===== config.mk =====
export PLATFORM = sky130hd
export DESIGN_NAME = ex_issue_stage_flat
export DESIGN_NICKNAME = d
export VERILOG_FILES = /design/src/rtl/alu_pkg.sv /design/src/rtl/pipe_pkg.sv /design/src/rtl/ex_issue_stage_if.sv /design/src/rtl/ex_issue_stage_fwd_snoop.sv /design/src/rtl/ex_issue_stage.sv /design/src/flat_wrapper.sv
export SDC_FILE = /design/constraint.sdc
export NUM_CORES = 1
export LEC_CHECK = 0
export CAP_MARGIN = 15
export CORE_MARGIN = 3
export CORE_UTILIZATION = 56
export DETAILED_ROUTE_END_ITERATION = 10
export HOLD_SLACK_MARGIN = 0.06
export PLACE_DENSITY = 0.82
export SLEW_MARGIN = 25
export SYNTH_ARGS = -nofsm -noshare
export SYNTH_HDL_FRONTEND = slang
export SYNTH_SLANG_ARGS = --single-unit

===== constraint.sdc =====
create_clock -name clk -period 11.35 [get_ports clk]
set_clock_uncertainty 0.05 [all_clocks]
set_input_delay 2.27 -clock clk [delete_from_list [all_inputs] [get_ports clk]]
set_output_delay 2.27 -clock clk [all_outputs]
set_load 0.05 [all_outputs]

===== src/rtl/alu_pkg.sv =====
// ALU control encoding shared by the issue stage and the ALU.
// Provided here so the slice elaborates on its own.
package alu_pkg;

    typedef enum logic [2:0] {
        ALU_ADD,
        ALU_SUB,
        ALU_AND,
        ALU_OR,
        ALU_XOR,
        ALU_SLL,
        ALU_SRL,
        ALU_SRA
    } risk_alu_e;

    typedef enum logic [1:0] {
        OP_REG,
        OP_IMM,
        OP_PC,
        OP_ZERO
    } risk_alu_operand_selector_e;

    typedef struct packed {
        risk_alu_e                  operation;
        risk_alu_operand_selector_e op1_sel;
        risk_alu_operand_selector_e op2_sel;
        logic                       use_unsigned;
    } alu_control_t;

endpackage


===== src/rtl/pipe_pkg.sv =====
// Pipeline-wide widths, the bundle carried from decode into EX, and
// the operand selection helper used by the issue stage.
package pipe_pkg;
    import alu_pkg::*;

    localparam int XLEN      = 32;
    localparam int REG_IDX_W = 5;

    typedef struct packed {
        alu_control_t          ctrl;
        logic [REG_IDX_W-1:0]  rs1_idx;
        logic [REG_IDX_W-1:0]  rs2_idx;
        logic [XLEN-1:0]       rs1_val;
        logic [XLEN-1:0]       rs2_val;
        logic [XLEN-1:0]       imm;
        logic [XLEN-1:0]       pc;
        logic [REG_IDX_W-1:0]  rd;
        logic                  rd_we;
    } ex_bundle_t;

    typedef enum logic [1:0] {
        OCC_EMPTY,
        OCC_ONE,
        OCC_FULL
    } occ_state_e;

    function automatic logic [XLEN-1:0] select_operand(
        input risk_alu_operand_selector_e sel,
        input logic [XLEN-1:0]            reg_val,
        input logic [XLEN-1:0]            imm,
        input logic [XLEN-1:0]            pc
    );
        logic [XLEN-1:0] result;
        case (sel)
            OP_REG:  result = reg_val;
            OP_IMM:  result = imm;
            OP_PC:   result = pc;
            default: result = '0;
        endcase
        return result;
    endfunction

endpackage


===== src/rtl/ex_issue_stage_if.sv =====
// Decode handshake, forwarding buses and ALU-side outputs of the issue stage.
// The slave modport is the stage itself; master is its environment.
interface ex_issue_stage_if;
    import alu_pkg::*;
    import pipe_pkg::*;

    logic                  flush_i;

    logic                  in_valid_i;
    logic                  in_ready_o;
    alu_control_t          in_ctrl_i;
    logic [REG_IDX_W-1:0]  in_rs1_idx_i;
    logic [REG_IDX_W-1:0]  in_rs2_idx_i;
    logic [XLEN-1:0]       in_rs1_val_i;
    logic [XLEN-1:0]       in_rs2_val_i;
    logic [XLEN-1:0]       in_imm_i;
    logic [XLEN-1:0]       in_pc_i;
    logic [REG_IDX_W-1:0]  in_rd_i;
    logic                  in_rd_we_i;

    logic                  fwd_mem_valid_i;
    logic [REG_IDX_W-1:0]  fwd_mem_rd_i;
    logic [XLEN-1:0]       fwd_mem_data_i;
    logic                  fwd_wb_valid_i;
    logic [REG_IDX_W-1:0]  fwd_wb_rd_i;
    logic [XLEN-1:0]       fwd_wb_data_i;

    logic                  out_valid_o;
    logic                  out_ready_i;
    alu_control_t          out_ctrl_o;
    logic [XLEN-1:0]       out_op1_o;
    logic [XLEN-1:0]       out_op2_o;
    logic [REG_IDX_W-1:0]  out_rd_o;
    logic                  out_rd_we_o;

    modport slave (
        input  flush_i,
        input  in_valid_i, in_ctrl_i, in_rs1_idx_i, in_rs2_idx_i,
               in_rs1_val_i, in_rs2_val_i, in_imm_i, in_pc_i, in_rd_i, in_rd_we_i,
        output in_ready_o,
        input  fwd_mem_valid_i, fwd_mem_rd_i, fwd_mem_data_i,
               fwd_wb_valid_i, fwd_wb_rd_i, fwd_wb_data_i,
        input  out_ready_i,
        output out_valid_o, out_ctrl_o, out_op1_o, out_op2_o, out_rd_o, out_rd_we_o
    );

    modport master (
        output flush_i,
        output in_valid_i, in_ctrl_i, in_rs1_idx_i, in_rs2_idx_i,
               in_rs1_val_i, in_rs2_val_i, in_imm_i, in_pc_i, in_rd_i, in_rd_we_i,
        input  in_ready_o,
        output fwd_mem_valid_i, fwd_mem_rd_i, fwd_mem_data_i,
               fwd_wb_valid_i, fwd_wb_rd_i, fwd_wb_data_i,
        output out_ready_i,
        input  out_valid_o, out_ctrl_o, out_op1_o, out_op2_o, out_rd_o, out_rd_we_o
    );

endinterface


===== src/rtl/ex_issue_stage_fwd_snoop.sv =====
// Replaces one register operand with a forwarded result when a bus targets it.
// MEM is younger than WB so it wins; x0 is hardwired and never forwarded.
module fwd_snoop
    import pipe_pkg::*;
(
    input  logic [REG_IDX_W-1:0] idx,
    input  logic [XLEN-1:0]      val,
    input  logic                 mem_valid,
    input  logic [REG_IDX_W-1:0] mem_rd,
    input  logic [XLEN-1:0]      mem_data,
    input  logic                 wb_valid,
    input  logic [REG_IDX_W-1:0] wb_rd,
    input  logic [XLEN-1:0]      wb_data,
    output logic [XLEN-1:0]      fwd_val
);

    always_comb begin
        fwd_val = val;
        if (wb_valid && (wb_rd == idx) && (idx != '0)) begin
            fwd_val = wb_data;
        end
        if (mem_valid && (mem_rd == idx) && (idx != '0)) begin
            fwd_val = mem_data;
        end
    end

endmodule


===== src/rtl/ex_issue_stage.sv =====
// Issue stage in front of the ALU: 2-entry skid buffer (head H, skid S) whose
// held operands track the MEM/WB forwarding buses; outputs come only from H.
module ex_issue_stage
    import alu_pkg::*;
    import pipe_pkg::*;
(
    input  logic          clk,
    input  logic          rst,
    ex_issue_stage_if.slave bus
);

    occ_state_e state_q, state_d;
    ex_bundle_t h_q, h_d, s_q, s_d;
    ex_bundle_t in_bundle, h_fwd, s_fwd;

    logic [XLEN-1:0] in_rs1_f, in_rs2_f;
    logic [XLEN-1:0] h_rs1_f, h_rs2_f, s_rs1_f, s_rs2_f;
    logic            accept, pop;

    fwd_snoop u_in_rs1 (
        .idx(bus.in_rs1_idx_i), .val(bus.in_rs1_val_i),
        .mem_valid(bus.fwd_mem_valid_i), .mem_rd(bus.fwd_mem_rd_i), .mem_data(bus.fwd_mem_data_i),
        .wb_valid(bus.fwd_wb_valid_i), .wb_rd(bus.fwd_wb_rd_i), .wb_data(bus.fwd_wb_data_i),
        .fwd_val(in_rs1_f)
    );

    fwd_snoop u_in_rs2 (
        .idx(bus.in_rs2_idx_i), .val(bus.in_rs2_val_i),
        .mem_valid(bus.fwd_mem_valid_i), .mem_rd(bus.fwd_mem_rd_i), .mem_data(bus.fwd_mem_data_i),
        .wb_valid(bus.fwd_wb_valid_i), .wb_rd(bus.fwd_wb_rd_i), .wb_data(bus.fwd_wb_data_i),
        .fwd_val(in_rs2_f)
    );

    fwd_snoop u_h_rs1 (
        .idx(h_q.rs1_idx), .val(h_q.rs1_val),
        .mem_valid(bus.fwd_mem_valid_i), .mem_rd(bus.fwd_mem_rd_i), .mem_data(bus.fwd_mem_data_i),
        .wb_valid(bus.fwd_wb_valid_i), .wb_rd(bus.fwd_wb_rd_i), .wb_data(bus.fwd_wb_data_i),
        .fwd_val(h_rs1_f)
    );

    fwd_snoop u_h_rs2 (
        .idx(h_q.rs2_idx), .val(h_q.rs2_val),
        .mem_valid(bus.fwd_mem_valid_i), .mem_rd(bus.fwd_mem_rd_i), .mem_data(bus.fwd_mem_data_i),
        .wb_valid(bus.fwd_wb_valid_i), .wb_rd(bus.fwd_wb_rd_i), .wb_data(bus.fwd_wb_data_i),
        .fwd_val(h_rs2_f)
    );

    fwd_snoop u_s_rs1 (
        .idx(s_q.rs1_idx), .val(s_q.rs1_val),
        .mem_valid(bus.fwd_mem_valid_i), .mem_rd(bus.fwd_mem_rd_i), .mem_data(bus.fwd_mem_data_i),
        .wb_valid(bus.fwd_wb_valid_i), .wb_rd(bus.fwd_wb_rd_i), .wb_data(bus.fwd_wb_data_i),
        .fwd_val(s_rs1_f)
    );

    fwd_snoop u_s_rs2 (
        .idx(s_q.rs2_idx), .val(s_q.rs2_val),
        .mem_valid(bus.fwd_mem_valid_i), .mem_rd(bus.fwd_mem_rd_i), .mem_data(bus.fwd_mem_data_i),
        .wb_valid(bus.fwd_wb_valid_i), .wb_rd(bus.fwd_wb_rd_i), .wb_data(bus.fwd_wb_data_i),
        .fwd_val(s_rs2_f)
    );

    always_comb begin
        in_bundle         = '0;
        in_bundle.ctrl    = bus.in_ctrl_i;
        in_bundle.rs1_idx = bus.in_rs1_idx_i;
        in_bundle.rs2_idx = bus.in_rs2_idx_i;
        in_bundle.rs1_val = in_rs1_f;
        in_bundle.rs2_val = in_rs2_f;
        in_bundle.imm     = bus.in_imm_i;
        in_bundle.pc      = bus.in_pc_i;
        in_bundle.rd      = bus.in_rd_i;
        in_bundle.rd_we   = bus.in_rd_we_i;

        h_fwd         = h_q;
        h_fwd.rs1_val = h_rs1_f;
        h_fwd.rs2_val = h_rs2_f;
        s_fwd         = s_q;
        s_fwd.rs1_val = s_rs1_f;
        s_fwd.rs2_val = s_rs2_f;
    end

    assign accept = bus.in_valid_i && (state_q != OCC_FULL);
    assign pop    = (state_q != OCC_EMPTY) && bus.out_ready_i;

    // Entries only absorb forwarded values while valid, so an idle head keeps
    // presenting its last operands.
    always_comb begin
        state_d = state_q;
        h_d     = h_q;
        s_d     = s_q;
        if (state_q != OCC_EMPTY) h_d = h_fwd;
        if (state_q == OCC_FULL)  s_d = s_fwd;

        if (bus.flush_i) begin
            state_d = OCC_EMPTY;
        end else begin
            case (state_q)
                OCC_EMPTY: begin
                    if (accept) begin
                        h_d     = in_bundle;
                        state_d = OCC_ONE;
                    end
                end
                OCC_ONE: begin
                    if (accept && pop) begin
                        h_d = in_bundle;
                    end else if (accept) begin
                        s_d     = in_bundle;
                        state_d = OCC_FULL;
                    end else if (pop) begin
                        state_d = OCC_EMPTY;
                    end
                end
                OCC_FULL: begin
                    if (pop) begin
                        h_d     = s_fwd;
                        state_d = OCC_ONE;
                    end
                end
                default: state_d = OCC_EMPTY;
            endcase
        end
    end

    always_ff @(posedge clk) begin
        if (rst) begin
            state_q <= OCC_EMPTY;
        end else begin
            state_q <= state_d;
        end
    end

    always_ff @(posedge clk) begin
        if (!rst) begin
            h_q <= h_d;
            s_q <= s_d;
        end
    end

    assign bus.in_ready_o  = (state_q != OCC_FULL);
    assign bus.out_valid_o = (state_q != OCC_EMPTY);
    assign bus.out_ctrl_o  = h_q.ctrl;
    assign bus.out_op1_o   = select_operand(h_q.ctrl.op1_sel, h_q.rs1_val, h_q.imm, h_q.pc);
    assign bus.out_op2_o   = select_operand(h_q.ctrl.op2_sel, h_q.rs2_val, h_q.imm, h_q.pc);
    assign bus.out_rd_o    = h_q.rd;
    assign bus.out_rd_we_o = h_q.rd_we;

endmodule


===== src/flat_wrapper.sv =====
// flat-port wrapper written by rule: the top's interface ports become plain ports
module ex_issue_stage_flat import alu_pkg::*; import pipe_pkg::*;
  (clk, rst, bus_flush_i, bus_in_valid_i, bus_in_ctrl_i, bus_in_rs1_idx_i, bus_in_rs2_idx_i, bus_in_rs1_val_i, bus_in_rs2_val_i, bus_in_imm_i, bus_in_pc_i, bus_in_rd_i, bus_in_rd_we_i, bus_in_ready_o, bus_fwd_mem_valid_i, bus_fwd_mem_rd_i, bus_fwd_mem_data_i, bus_fwd_wb_valid_i, bus_fwd_wb_rd_i, bus_fwd_wb_data_i, bus_out_ready_i, bus_out_valid_o, bus_out_ctrl_o, bus_out_op1_o, bus_out_op2_o, bus_out_rd_o, bus_out_rd_we_o);
  ex_issue_stage_if bus_i ();
  input  logic clk;
  input  logic rst;
  input wire logic [$bits(bus_i.flush_i)-1:0] bus_flush_i;
  input wire logic [$bits(bus_i.in_valid_i)-1:0] bus_in_valid_i;
  input wire logic [$bits(bus_i.in_ctrl_i)-1:0] bus_in_ctrl_i;
  input wire logic [$bits(bus_i.in_rs1_idx_i)-1:0] bus_in_rs1_idx_i;
  input wire logic [$bits(bus_i.in_rs2_idx_i)-1:0] bus_in_rs2_idx_i;
  input wire logic [$bits(bus_i.in_rs1_val_i)-1:0] bus_in_rs1_val_i;
  input wire logic [$bits(bus_i.in_rs2_val_i)-1:0] bus_in_rs2_val_i;
  input wire logic [$bits(bus_i.in_imm_i)-1:0] bus_in_imm_i;
  input wire logic [$bits(bus_i.in_pc_i)-1:0] bus_in_pc_i;
  input wire logic [$bits(bus_i.in_rd_i)-1:0] bus_in_rd_i;
  input wire logic [$bits(bus_i.in_rd_we_i)-1:0] bus_in_rd_we_i;
  output wire logic [$bits(bus_i.in_ready_o)-1:0] bus_in_ready_o;
  input wire logic [$bits(bus_i.fwd_mem_valid_i)-1:0] bus_fwd_mem_valid_i;
  input wire logic [$bits(bus_i.fwd_mem_rd_i)-1:0] bus_fwd_mem_rd_i;
  input wire logic [$bits(bus_i.fwd_mem_data_i)-1:0] bus_fwd_mem_data_i;
  input wire logic [$bits(bus_i.fwd_wb_valid_i)-1:0] bus_fwd_wb_valid_i;
  input wire logic [$bits(bus_i.fwd_wb_rd_i)-1:0] bus_fwd_wb_rd_i;
  input wire logic [$bits(bus_i.fwd_wb_data_i)-1:0] bus_fwd_wb_data_i;
  input wire logic [$bits(bus_i.out_ready_i)-1:0] bus_out_ready_i;
  output wire logic [$bits(bus_i.out_valid_o)-1:0] bus_out_valid_o;
  output wire logic [$bits(bus_i.out_ctrl_o)-1:0] bus_out_ctrl_o;
  output wire logic [$bits(bus_i.out_op1_o)-1:0] bus_out_op1_o;
  output wire logic [$bits(bus_i.out_op2_o)-1:0] bus_out_op2_o;
  output wire logic [$bits(bus_i.out_rd_o)-1:0] bus_out_rd_o;
  output wire logic [$bits(bus_i.out_rd_we_o)-1:0] bus_out_rd_we_o;
  assign bus_i.flush_i = bus_flush_i;
  assign bus_i.in_valid_i = bus_in_valid_i;
  assign bus_i.in_ctrl_i = bus_in_ctrl_i;
  assign bus_i.in_rs1_idx_i = bus_in_rs1_idx_i;
  assign bus_i.in_rs2_idx_i = bus_in_rs2_idx_i;
  assign bus_i.in_rs1_val_i = bus_in_rs1_val_i;
  assign bus_i.in_rs2_val_i = bus_in_rs2_val_i;
  assign bus_i.in_imm_i = bus_in_imm_i;
  assign bus_i.in_pc_i = bus_in_pc_i;
  assign bus_i.in_rd_i = bus_in_rd_i;
  assign bus_i.in_rd_we_i = bus_in_rd_we_i;
  assign bus_in_ready_o = bus_i.in_ready_o;
  assign bus_i.fwd_mem_valid_i = bus_fwd_mem_valid_i;
  assign bus_i.fwd_mem_rd_i = bus_fwd_mem_rd_i;
  assign bus_i.fwd_mem_data_i = bus_fwd_mem_data_i;
  assign bus_i.fwd_wb_valid_i = bus_fwd_wb_valid_i;
  assign bus_i.fwd_wb_rd_i = bus_fwd_wb_rd_i;
  assign bus_i.fwd_wb_data_i = bus_fwd_wb_data_i;
  assign bus_i.out_ready_i = bus_out_ready_i;
  assign bus_out_valid_o = bus_i.out_valid_o;
  assign bus_out_ctrl_o = bus_i.out_ctrl_o;
  assign bus_out_op1_o = bus_i.out_op1_o;
  assign bus_out_op2_o = bus_i.out_op2_o;
  assign bus_out_rd_o = bus_i.out_rd_o;
  assign bus_out_rd_we_o = bus_i.out_rd_we_o;
  ex_issue_stage u_core (.clk(clk), .rst(rst), .bus(bus_i));
endmodule

==> impl_metrics.toml <==
[routing]
detail_route.iter0.violations = 3020
via_count = 19940
firstDrtPassIters = 6
residual_antenna_violating_net_count_after_detailed_routing = 0
wire_per_inst_um = 28.99
dr_vias_cell = 7.280
drc_errors = 0
wirelength_mm = 79.40

[worst_setup_path]
critical_path.endpoint_type = "register"
critical_path.reg2reg.startpoint = "u_core.state_q[1]"
worst-r2r-setup-slack_ns = 7.46
worst_r2r_endpoint = "u_core.h_fwd[27]"
cp_max_fo = 66
worstSetupPathType = "in2reg"
worst-r2r-cell-count = 8
crit_arrival_ns = 5.91
start_kind = "input port"
timing.critical_path.required_ns = 11.48

[layout]
final_cell_area_mm2 = 0.02500
final_layout_size_suffix_gt1_frac = 0.08987
design.final.nets = 2481
layout-area-overhead-vs-synth_pct = 20.55
utilization = 0.6945

[clock_network]
cts.root.buffer_cell = "sky130_fd_sc_hd__clkbuf_16"
post-cts-setup-buffers = 0
clock_tree_from_tritoncts = "built"
post_cts_hold_buffer_count = 0
clock_sinks = 306
max-clock-path-buffers = 3
post_cts.resized_instances = 0
cts_made_buffers = 36
htree_num_levels = 2
clock_insertion_delay_worst_skew_ns = 0.56
reg_clk_slew_reported_paths_ns = 0.06

[grt]
grt_overflow = 0
grt_pass1_wl_mm = 117.1
grt_pass1_vias = 19400
globalRouteTotalUtil = 0.3876
grt_max_degree = 97
antenna_found_initial = 12

[synth]
count_of_flip_flops_with_a_built_in_enable_after_synthesis = 304
synth.most_common_cell = "sky130_fd_sc_hd__edfxtp_1"
fraction_of_synthesized_cell_area_taken_by_the_top_area_cell_type = 0.4402
yosys-top-cells-area = "sky130_fd_sc_hd__edfxtp_1 (44%), sky130_fd_sc_hd__mux2i_1 (5.6%), sky130_fd_sc_hd__nor2_1 (3.4%), sky130_fd_sc_hd__a21oi_1 (2.8%), sky130_fd_sc_hd__clkbuf_1 (2.8%)"
ys_types = 69
syn_inst = 2085
asyncSetResetFlopFracSynth = 0
ys_seq_elements = 306
top_ff_cell_synth = "sky130_fd_sc_hd__edfxtp_1"
avgSynthCellArea_um2 = 9.947
synth_seq_area_share = 0.4421
synthesis.nets = 2318
yosys-top-cells-count = "sky130_fd_sc_hd__edfxtp_1 (304), sky130_fd_sc_hd__nor2_1 (188), sky130_fd_sc_hd__clkbuf_1 (154)"
cell_area_after_technology_mapping_mm2 = 0.02074
synth_area_leader_cell = "sky130_fd_sc_hd__edfxtp_1"
yosys_warning_count = 0

[floorplan]
die_height_um = 198.4
core_area_mm2 = 0.03600
top_level_ports = 313
floorplan.rows = 69
floorplan.initialDensity = 0.5761
floorplan.die_area_mm2 = 0.03938
die_x_um = 198.4

[pwr]
vdd_ir_drop_max_v = 0.0001117
leakage_uw = 0.008737
power.share.switching = 0.2896
pwr-share-seq = 0.447
p_int_uw = 2173
share_clk_of_total_power = 0.372
p_sw_uw = 885.8
power-per-cell-area_mw_per_mm2 = 122.4
pwr-share-comb = 0.181

[timing]
slew_headroom = 0.2755
final_min_period_over_clock_period = 0.5097
fmax_mhz = 172.9
timing.final.crit_period_ns = 5.785
setup-tns-final_ns = 0
rsz0062_at_grt = "no"
setup_viol_count_final = 0
maxSlewViolCount = 0
slew_at_the_pin_closest_to_its_max_slew_limit_ns = 1.084
number_of_endpoints_with_negative_hold_slack_in_the_final_report = 0

[worst_hold_path]
hold_path_depth = 1
start_point_of_the_worst_hold_path = "u_core.s_fwd[144]"
timing.hold.worst_endpoint = "u_core.bus.out_ctrl_o[0]"
path_type_of_the_worst_min_delay_path = "reg2reg"

[placed_design]
port-buffer-count = 312
place_congestion = 0.9734
area_after_detailed_placement_mm2 = 0.02384
detailedPlacementHpwl_mm = 51.10

[job]
maxCapViolCount = 0

[outcome]
status = "complete, no violations"
## cell usage in the layout (no fill, tap or decap), types with 14 or more instances in the layout
| cell | instances |
|---|---|
| sky130_fd_sc_hd__a211o_1 | 61 |
| sky130_fd_sc_hd__a211oi_1 | 40 |
| sky130_fd_sc_hd__a21oi_1 | 117 |
| sky130_fd_sc_hd__a22o_1 | 18 |
| sky130_fd_sc_hd__a22oi_1 | 73 |
| sky130_fd_sc_hd__a2bb2oi_1 | 26 |
| sky130_fd_sc_hd__a311o_1 | 30 |
| sky130_fd_sc_hd__a31oi_1 | 30 |
| sky130_fd_sc_hd__and2_1 | 70 |
| sky130_fd_sc_hd__buf_4 | 42 |
| sky130_fd_sc_hd__clkbuf_16 | 37 |
| sky130_fd_sc_hd__clkdlybuf4s50_1 | 312 |
| sky130_fd_sc_hd__edfxtp_1 | 304 |
| sky130_fd_sc_hd__inv_1 | 19 |
| sky130_fd_sc_hd__mux2_2 | 33 |
| sky130_fd_sc_hd__mux2i_1 | 115 |
| sky130_fd_sc_hd__nand2_1 | 125 |
| sky130_fd_sc_hd__nand3_1 | 31 |
| sky130_fd_sc_hd__nand4_1 | 26 |
| sky130_fd_sc_hd__nor2_1 | 185 |
| sky130_fd_sc_hd__nor3_1 | 71 |
| sky130_fd_sc_hd__o211ai_1 | 32 |
| sky130_fd_sc_hd__o21ai_0 | 94 |
| sky130_fd_sc_hd__o221a_1 | 22 |
| sky130_fd_sc_hd__o221ai_1 | 33 |
| sky130_fd_sc_hd__o22a_1 | 18 |
| sky130_fd_sc_hd__or3_1 | 66 |
| sky130_fd_sc_hd__xnor2_1 | 46 |
| sky130_fd_sc_hd__xor2_1 | 14 |
## kinds of logic after synthesis
kind of cell,after synthesis,synth area share
AO/OA/AOI/OAI,683,0.2487
XOR/XNOR,60,0.02534
buffers and inverters,253,0.05502
flip-flops,306,0.4421
multiplexers,162,0.08283
AND/OR/NAND/NOR,621,0.1461
## registers in the layout, indices dropped and copies added (netlist names)
register and cells:
u_core.s_fwd 88, u_core.h_fwd 74, u_core.h_q 64, u_core.s_q 64, u_core.bus.out_ctrl_o 8, u_core.bus.out_rd_o 5, u_core.state_q 2, u_core.bus.out_rd_we_o 1
## metal layers
layer,routed length [um],share of wire,vias to the layer above,GRT usage
met2,34560,0.44,1699,0.5834
met1,27680,0.35,9441,0.5044
met4,5082,0.064,8,0.2072
met3,12020,0.15,396,0.1208
li1,-,-,8395,-
met5,51,0.00064,-,0
## worst max path at each step
stage / startpoint / end / slack (ns) / cells after the start
after CTS: bus_in_valid_i / u_core.h_fwd[30] / 5.34 / 8
after detailed placement: bus_in_valid_i / u_core.h_fwd[32] / 4.80 / 8
after global placement: bus_in_valid_i / u_core.h_fwd[22] / 4.91 / 8
after floorplan: bus_out_ready_i / u_core.bus.out_ctrl_o[0] / 1.91 / 4
final: bus_in_valid_i / u_core.h_fwd[27] / 5.57 / 9
after global routing: bus_in_valid_i / u_core.h_fwd[27] / 5.36 / 9
## final cells by class
cell class / count / area, um^2
Fill cell: 2713 / 11000
Multi-Input combinational cell: 1526 / 10520
Sequential cell: 306 / 9169
Timing Repair Buffer: 357 / 3521
Clock buffer: 39 / 933.4
Tap cell: 461 / 576.8
Clock inverter: 21 / 177.7
Inverter: 21 / 81.33
Antenna cell: 8 / 20.02
## through the flow
step | hold slack [ns] | std cells | worst slack [ns] | power (uW)
global placement | 0.4739 | 2668 | 4.913 | 1903
floorplan | 0.4684 | 2085 | 1.912 | 1662
finish | 0.4999 | 2739 | 5.565 | 3059
detailed placement | 0.4869 | 2670 | 4.800 | 1917
CTS | 0.4968 | 2730 | 5.341 | 3030
global route | 0.5082 | 2736 | 5.358 | 3124
## critical path, cell delays in order
cell                              delay, ns
sky130_fd_sc_hd__clkdlybuf4s50_1       0.66
sky130_fd_sc_hd__nand2b_1              0.22
sky130_fd_sc_hd__a21oi_4               0.46
sky130_fd_sc_hd__buf_16                0.24
sky130_fd_sc_hd__buf_4                 0.61
sky130_fd_sc_hd__nor2_1                0.13
sky130_fd_sc_hd__nor3_2                0.15
sky130_fd_sc_hd__buf_4                 0.33
sky130_fd_sc_hd__buf_4                 0.74
## power groups by stage
stage / Clock (uW) / Combinational (uW) / Sequential (uW)
floorplan: 0 / 312 / 1350
global placement: 0 / 522 / 1380
detailed placement: 0 / 536 / 1380
CTS: 1130 / 539 / 1360
global route: 1180 / 581 / 1370
finish: 1140 / 555 / 1370
Power figures use the tool's default switching activity.
